`config.mk`:
```
export PLATFORM = sky130hd
export DESIGN_NAME = pet_action_scheduler
export DESIGN_NICKNAME = d
export VERILOG_FILES = /design/src/rtl/pet_action_scheduler.sv
export SDC_FILE = /design/constraint.sdc
export NUM_CORES = 1
export LEC_CHECK = 0
export CORE_MARGIN = 8
export CORE_UTILIZATION = 50
export CTS_BUF_LIST = sky130_fd_sc_hd__clkbuf_16
export CTS_CLUSTER_DIAMETER = 50
export CTS_CLUSTER_SIZE = 12
export DETAILED_ROUTE_END_ITERATION = 6
export PLACE_DENSITY = 0.79
export RECOVER_POWER = 100
export SLEW_MARGIN = 20
export SYNTH_ARGS = -nofsm -noshare
export SYNTH_HDL_FRONTEND = slang
export SYNTH_SLANG_ARGS = --single-unit
export TNS_END_PERCENT = 5
```
`constraint.sdc`:
```
create_clock -name clk -period 2.33 [get_ports clk]
set_input_delay 0.5825 -clock clk [delete_from_list [all_inputs] [get_ports clk]]
set_output_delay 0.5825 -clock clk [all_outputs]
set_load 0.005 [all_outputs]
```
`src/rtl/pet_action_scheduler.sv`:
```
// Serialises feed/heal/play/tick/test commands into single-cycle pulses for fsm_states,
// with edge detection, round-robin user arbitration, a decay tick and a post-command cooldown.
module pet_action_scheduler #(
   parameter int TICK_DIV = 10000,
   parameter int TICK_W   = 14,
   parameter int COOLDOWN = 4
) (
   input  logic       clk,
   input  logic       rst,
   input  logic       req_feed,
   input  logic       req_heal,
   input  logic       req_play,
   input  logic       req_test,
   input  logic       lights_off,
   output logic       feeding,
   output logic       healing,
   output logic       echo_sig,
   output logic       change_state,
   output logic       test,
   output logic       light_out,
   output logic [2:0] grant_id,
   output logic       busy
);
   localparam int CW = $clog2(COOLDOWN + 1);

   typedef enum logic [1:0] {IDLE, ISSUE, COOL} state_e;

   state_e            state_q;
   logic [2:0]        req_q;        // {play, heal, feed}
   logic              test_req_q;
   logic [2:0]        pend_q, pend_d;
   logic              tick_pend_q, tick_pend_d;
   logic [TICK_W-1:0] tick_cnt_q, tick_cnt_d;
   logic [1:0]        rr_q;
   logic [CW-1:0]     cool_q;
   logic              feeding_q, healing_q, echo_q, change_q, test_q, light_q;
   logic [2:0]        grant_q;

   logic [2:0] req_now, rise, sleep_mask, avail, clr;
   logic       test_rise, tick_wrap, grant_tick, grant_user, win_valid;
   logic [1:0] win_idx;

   assign req_now    = {req_play, req_heal, req_feed};
   assign rise       = req_now & ~req_q;
   assign test_rise  = req_test & ~test_req_q;
   // While dark only heal may be requested; feed/play are dropped, not deferred.
   assign sleep_mask = light_q ? 3'b010 : 3'b111;
   assign avail      = pend_q & sleep_mask;
   assign tick_wrap  = (tick_cnt_q == TICK_W'(TICK_DIV - 1));

   // Round-robin search starting at the pointer: feed -> heal -> play -> feed.
   always_comb begin
      win_valid = 1'b0;
      win_idx   = rr_q;
      for (int i = 0; i < 3; i++) begin
         int k;
         k = int'(rr_q) + i;
         if (k >= 3) k = k - 3;
         if (!win_valid && avail[k]) begin
            win_valid = 1'b1;
            win_idx   = 2'(k);
         end
      end
   end

   assign grant_tick = (state_q == IDLE) && tick_pend_q;
   assign grant_user = (state_q == IDLE) && !tick_pend_q && win_valid;
   assign clr        = grant_user ? (3'b001 << win_idx) : 3'b000;

   // A new edge in the same cycle as its grant keeps the request pending.
   always_comb begin
      pend_d      = ((pend_q & ~clr) | rise) & sleep_mask;
      tick_pend_d = (tick_pend_q & ~grant_tick) | tick_wrap;
      tick_cnt_d  = tick_wrap ? '0 : tick_cnt_q + TICK_W'(1);
      if (test_rise) begin
         pend_d      = '0;
         tick_pend_d = 1'b0;
         tick_cnt_d  = '0;
      end
   end

   always_ff @(posedge clk or negedge rst) begin
      if (!rst) begin
         req_q       <= '0;
         test_req_q  <= 1'b0;
         pend_q      <= '0;
         tick_pend_q <= 1'b0;
         tick_cnt_q  <= '0;
         light_q     <= 1'b0;
      end else begin
         req_q       <= req_now;
         test_req_q  <= req_test;
         pend_q      <= pend_d;
         tick_pend_q <= tick_pend_d;
         tick_cnt_q  <= tick_cnt_d;
         light_q     <= lights_off;
      end
   end

   always_ff @(posedge clk or negedge rst) begin
      if (!rst) begin
         state_q   <= IDLE;
         rr_q      <= 2'd0;
         cool_q    <= '0;
         feeding_q <= 1'b0;
         healing_q <= 1'b0;
         echo_q    <= 1'b0;
         change_q  <= 1'b0;
         test_q    <= 1'b0;
         grant_q   <= 3'd0;
      end else if (test_rise) begin
         // Test preempts everything, including a pulse currently high.
         state_q   <= ISSUE;
         rr_q      <= 2'd0;
         feeding_q <= 1'b0;
         healing_q <= 1'b0;
         echo_q    <= 1'b0;
         change_q  <= 1'b0;
         test_q    <= 1'b1;
         grant_q   <= 3'd5;
      end else begin
         case (state_q)
            IDLE: begin
               if (tick_pend_q) begin
                  change_q <= 1'b1;
                  grant_q  <= 3'd4;
                  state_q  <= ISSUE;
               end else if (win_valid) begin
                  feeding_q <= (win_idx == 2'd0);
                  healing_q <= (win_idx == 2'd1);
                  echo_q    <= (win_idx == 2'd2);
                  grant_q   <= {1'b0, win_idx} + 3'd1;
                  rr_q      <= (win_idx == 2'd2) ? 2'd0 : win_idx + 2'd1;
                  state_q   <= ISSUE;
               end else begin
                  grant_q <= 3'd0;
               end
            end
            ISSUE: begin
               feeding_q <= 1'b0;
               healing_q <= 1'b0;
               echo_q    <= 1'b0;
               change_q  <= 1'b0;
               test_q    <= 1'b0;
               cool_q    <= CW'(COOLDOWN);
               state_q   <= COOL;
            end
            COOL: begin
               cool_q <= cool_q - CW'(1);
               if (cool_q == CW'(1)) begin
                  state_q <= IDLE;
                  grant_q <= 3'd0;
               end
            end
            default: state_q <= IDLE;
         endcase
      end
   end

   assign feeding      = feeding_q;
   assign healing      = healing_q;
   assign echo_sig     = echo_q;
   assign change_state = change_q;
   assign test         = test_q;
   assign light_out    = light_q;
   assign grant_id     = grant_q;
   assign busy         = (state_q != IDLE);

endmodule

```
==> flow_summary.json <==
{
  "critical_path.startpoint": "rr_q[0]$_DFFE_PN0P_",
  "syn_to_final_growth_pct": 32.0,
  "setup_slack_ns": -0.210,
  "ant_nets": 0,
  "routed_wl_um": 4740,
  "vdd_ir_drop_max_mv": 0.665,
  "cellPowerDensity_nw_per_um2": 1200,
  "fp.dieArea_sq_um": 6420,
  "antenna_cells": 0,
  "fin_crit_ns": 2.54,
  "cts_buffer_depth": 2,
  "finalSetupViolCount": 9,
  "synth_edf_count": 0,
  "clock_skew_ns": 0.00471,
  "drt_pass1_iterations": 4,
  "globalRoute.totalOverflow": 0,
  "reg2reg_to": "feeding$_DFFE_PN0P_",
  "cp_max_fo": 4,
  "place.gp.congestion": 0.865,
  "synthArstFlopShare_pct": 100,
  "yosys-top-cells-area": "dfrtp_1 46%, ha_1 7.9%, nor2_1 4.4%",
  "syn_area_per_cell_sq_um": 9.97,
  "regToRegSetupSlack_ns": -0.21,
  "status": "finished with violations",
  "initial_core_util_pct": 51.7,
  "drc": 0,
  "clk_pin_slew_ns": 0.06,
  "synth_ff_type": "dfrtp_1",
  "failed_checks": "setup timing",
  "holdWs_ns": 0.478,
  "slowest_stage": "dfrtp_1",
  "drv_slew": 0,
  "hold_viol": 0,
  "leakagePower_nw": 1.20,
  "synth_seq_cells": 38,
  "vias": 1662,
  "arrival_ns": 2.76,
  "yosys.area.top_type": "dfrtp_1",
  "worstRegToRegCells": 11,
  "drt_iter0_markers": 66,
  "grtUsageTotal_pct": 15.7,
  "fin_util_pct": 68.3,
  "grt_pass1_wl_um": 7760,
  "crit_family": "compound AO/OA/AOI/OAI gates",
  "h-tree-depth": 2,
  "clock_latency_ns": 0.28,
  "crit_required_ns": 2.55,
  "rows": 23,
  "grt_max_degree": 22,
  "fill_cells": 314,
  "postCtsHoldBufs": 0,
  "critical_path_class": "flop to flop",
  "drive_above_1_share_pct": 25.0,
  "grt_pass1_vias": 1718,
  "fin_crit_sh_pct": 109,
  "io_pins": 17,
  "worstSetupEndpointType": "flop",
  "slowest_delay_ns": 0.39,
  "cts_tree": "built",
  "synth_top_area_share_pct": 46.3,
  "cts_buffers": 5,
  "max_slew.worst_pin.slew_ns": 1.12,
  "ys_types": 46,
  "syn_nets": 226,
  "syn_inst": 206,
  "synthTopCellsByCount": "38 x dfrtp_1, 24 x nor2_1, 17 x nand2_1",
  "multi_input_area_sq_um": 1140,
  "yosysMostFrequentCell": "dfrtp_1",
  "maxCapViolations": 0,
  "crit-reg2reg-launch": "rr_q[0]$_DFFE_PN0P_",
  "yosys_warnings": 0,
  "min-delay-path-class": "flop to flop",
  "nets": 271,
  "cp_num_buf_inv": 3,
  "rsz0062_at_grt": "yes",
  "via_per_inst": 5.50,
  "path_common_cell": "inv_1",
  "clock_sinks": 38,
  "cts_root_buffer": "clkbuf_16",
  "fp.coreArea_sq_um": 3970,
  "routedWlPerCell_um": 15.7,
  "die_w_um": 80.1,
  "slew_headroom_pct": 25.0,
  "die_h_um": 80.1,
  "path_cells": "inv_1 -> ha_4 -> mux2i_2 -> o32ai_4 -> o311ai_2 -> a32oi_2 -> inv_1 -> ha_2 -> inv_1 -> or3_1 -> a21oi_2",
  "worstSetupStartpointType": "flop",
  "antenna_found_initial": 0,
  "fin_total_pwr_w": 0.00326,
  "preCtsSetupSlack_ns": -0.327,
  "port_buffers": 16,
  "final-seq-area_sq_um": 952,
  "dp_hpwl_um": 3190,
  "endpoint": "feeding$_DFFE_PN0P_",
  "fmax_mhz": 394,
  "ys_seq_area_share_pct": 46.3,
  "crit_cells": 11,
  "netlist_area_sq_um": 2050
}
-- cell type report --
cell class                      instances  share of cell area [%]
Timing Repair Buffer                   45                    13.3
Clock buffer                            5                    4.61
Clock inverter                          3                   0.600
Sequential cell                        38                    35.1
Tap cell                               50                    2.31
Multi-Input combinational cell        146                    41.9
Inverter                               15                    2.08
-- routing by layer --
layer  track usage [%]  vias to the layer above  wire (um)
li1                  -                      807          -
met1              16.1                      816       1900
met2              27.7                       27       2550
met3              5.36                       12        181
met4              7.45                        0        108
met5                 0                        -          0
-- report_power, final --
part / total [W] / leakage, nW / switching (W) / internal (W)
Sequential: 0.000901 / 0.493 / 0.000111 / 0.000790
Clock: 0.000649 / 0.0672 / 0.000259 / 0.000390
Combinational: 0.00171 / 0.637 / 0.000852 / 0.000853
-- how the worst min path moves through the flow --
stage	start	endpoint	slack (ns)	depth (start not counted)
3_5_place_dp	test$_DFFE_PN0N_	test$_DFFE_PN0N_	0.47	1
3_3_place_gp	test$_DFFE_PN0N_	test$_DFFE_PN0N_	0.47	1
6_report	test$_DFFE_PN0N_	test$_DFFE_PN0N_	0.48	1
5_1_grt	test$_DFFE_PN0N_	test$_DFFE_PN0N_	0.49	1
4_1_cts	rst	req_q[2]$_DFF_PN0_	0.26	1
2_1_floorplan	rst	change_state$_DFFE_PN0P_	0.29	0
-- cell usage in the layout (no fill, tap or decap), types with 2 or more instances in the layout --
| cell | instances |
|---|---|
| mux2i_2 | 2 |
| o21ai_0 | 7 |
| ha_1 | 8 |
| nand2b_1 | 5 |
| o211ai_1 | 2 |
| a22oi_1 | 3 |
| and3_1 | 2 |
| o31ai_2 | 2 |
| nand2_1 | 16 |
| dfrtp_1 | 37 |
| dlygate4sd3_1 | 13 |
| buf_4 | 24 |
| ha_4 | 3 |
| nor3_1 | 5 |
| inv_1 | 11 |
| inv_2 | 4 |
| clkbuf_1 | 4 |
| nand3_1 | 9 |
| a21oi_2 | 2 |
| nand4_1 | 3 |
| xor2_1 | 8 |
| o32ai_4 | 2 |
| mux2i_1 | 3 |
| clkbuf_16 | 5 |
| a211oi_1 | 2 |
| or3_1 | 2 |
| nor2_1 | 24 |
| ha_2 | 2 |
| xnor2_1 | 4 |
| a21oi_1 | 4 |
| clkdlybuf4s50_1 | 2 |
-- registers in the layout (all words and copies together) (netlist names) --
name,flops
test,1
cool_q,3
rr_q,2
healing,1
test_req_q,1
pend_q,3
feeding,1
change_state,1
echo_sig,1
tick_cnt_q,14
tick_pend_q,1
grant_id,3
state_q,2
light_out,1
req_q,3
-- stage by stage --
stage          instance area (sq um)  instances  setup TNS (ns)
3_3_place_gp                    2410        288           -1.17
6_report                        2710        302           -1.13
3_5_place_dp                    2410        288           -2.31
5_1_grt                         2710        302           -2.08
4_1_cts                         2700        302          -0.550
2_1_floorplan                   2050        206          -0.897
-- kinds of logic (layout without fill, tap and decap cells) --
logic type | after synthesis | count (layout) | share of synthesized area [%]
AOI/OAI and AO/OA | 40 | 40 | 15.5
buffers and inverters | 22 | 68 | 4.63
adders and majority gates | 13 | 13 | 7.92
DFF | 38 | 38 | 46.3
muxes | 7 | 7 | 3.47
and+or+nand+nor | 74 | 74 | 17.1
xor gates and xnor gates | 12 | 12 | 5.12
-- repair_timing --
action | CTS | global route
gates resized for setup | 23 | 7
buffers inserted | 6 | 0
endpoints found under the setup margin | 10 | 12
pin swaps | 12 | 5
(Power assumes the default switching activity.)
==> RTL edit, RTL diff (same flow settings) <==
Change the parameter `TICK_W` from 14 to 7.
--- a/src/rtl/pet_action_scheduler.sv
+++ b/src/rtl/pet_action_scheduler.sv
@@ -2,7 +2,7 @@
 // with edge detection, round-robin user arbitration, a decay tick and a post-command cooldown.
 module pet_action_scheduler #(
    parameter int TICK_DIV = 10000,
-   parameter int TICK_W   = 14,
+   parameter int TICK_W   = 7,
    parameter int COOLDOWN = 4
 ) (
    input  logic       clk,
Function: same outputs for any inputs over 10 cycles, from zero or initial values and one cycle with rst low; that may be too few to reach the edited logic, so the function may still have changed.
==> RTL edit against the original RTL <==
Worst setup slack got worse by 0.015 ns; the flow still finishes with violations (negative setup slack); sequential cell count shrank 7; highest routed layer unchanged; sequential share of layout area shrank 1.7 points; cell count is 13% lower; count of clock-buffer cells in the layout stayed put; synthesized area fell by 16%; wire length is 13% lower; non-clock buffer count shrank 3; design area shrank 14%; combinational power is 5% lower; total power down 3.4%.
==> RTL edit: results (changes against the original RTL) <==
stage;metric;value;unit;change
synthesis;post-synthesis cell type count;41;;-11%
run_status;outcome;finished with violations;;
run_status;failing checks;negative setup slack;;
timing;Worst Skew;0.003226;ns;-0.001482 ns
timing;worst-margin pin slew;0.7622;ns;-0.3627 ns
clocking;postcts setup bufs;1;;-5
finish;ratio of cells with drive above 1 in the final layout;0.2639;;+0.01389
worst_hold_path;Hold Startpoint;tick_cnt_q[0];;
timing;final setup violation count;10;;+1
power_and_ir_drop;Comb group;1.63;mW;-5%
finish;fillers;262;;-17%
global_route;met1 Resource Use GR;0.1706;;+0.009221
detailed_routing;met1 WL;1651;um;-13%
setup_path;Critical Path End;healing;;
timing;Final Worst Setup Slack;-0.2248;ns;-0.01494 ns
global_route;largest net degree at the start of global routing;32;;+45%
detailed_routing;Vias;1453;;-13%
power_and_ir_drop;clock network fraction of design power;0.230;;+0.031
global_route;first-pass GRT wire length;6768;um;-13%
detailed_routing;Starting DRT DRC Count;63;;-4.5%
placement;Post-Place Cell Area;0.002085;mm2;-13%
detailed_routing;via density per instance;5.546;;+0.77%
synthesis;post-synthesis adder-cell area fraction;0.09420;;+0.01503
setup_path;Reg2Reg Depth;12;;+1
detailed_routing;metal2 WL;2241;um;-12%
detailed_routing;Routed WL per cell;15.81;um;+0.75%
synthesis;Avg Cell Area, Syn;10.04;um2;+0.66%
detailed_routing;met3 WL;163;um;-9.9%
global_route;M2 GR Usage;0.2904;;+0.01313
placement;post-place setup slack;-0.3231;ns;+0.004338 ns
power_and_ir_drop;combinational fraction of design power;0.517;;-0.007
global_route;GRT Resource Usage Total;0.1636;;+0.007045
clocking;Reg clk slew, reported paths;0.05;ns;
placement;final RePlAce weighted congestion;0.8021;;-7.2%
finish;# nets final;235;;-13%
timing;Setup TNS;-1.744;ns;-0.6146 ns
synthesis;sequential share of the synthesized area;0.4493;;-0.01357
setup_path;crit-path max cell delay;0.41;ns;+0.02 ns
placement;placed insts;252;;-13%
synthesis;Compound-Gate Fraction of Synth Area;0.1841;;+0.02876
finish;max FFs per register;7;;-7
synthesis;Synth Area in XOR/XNOR;0.02029;;-0.03087
power_and_ir_drop;sw frac;0.3638;;-0.01156
## RTL edit: worst register-to-register path: stages, from the launching register on
cell	delay, ns
dfrtp_2	0.41
inv_2	0.07
ha_4	0.17
mux2i_1	0.13
o31a_1	0.37
o21ai_1	0.20
and2_4	0.17
a221o_1	0.15
buf_4	0.13
ha_2	0.16
inv_1	0.05
or3_1	0.33
a21oi_1	0.12
## RTL edit: cells by family (layout without fill, tap and decap cells)
logic type / count (synthesis) / in the layout
DFF: 31 / 31
AOI/OAI and AO/OA: 44 / 44
muxes: 8 / 8
buffers and inverters: 20 / 64
and+or+nand+nor: 52 / 52
adders and majority gates: 13 / 13
xor gates and xnor gates: 4 / 4
## RTL edit: final cells by class
type,count,share of cell area
Clock buffer,5,0.05371
Clock inverter,3,0.01665
Inverter,14,0.02256
Multi-Input combinational cell,121,0.3969
Sequential cell,31,0.3340
Tap cell,46,0.02470
Timing Repair Buffer,42,0.1515
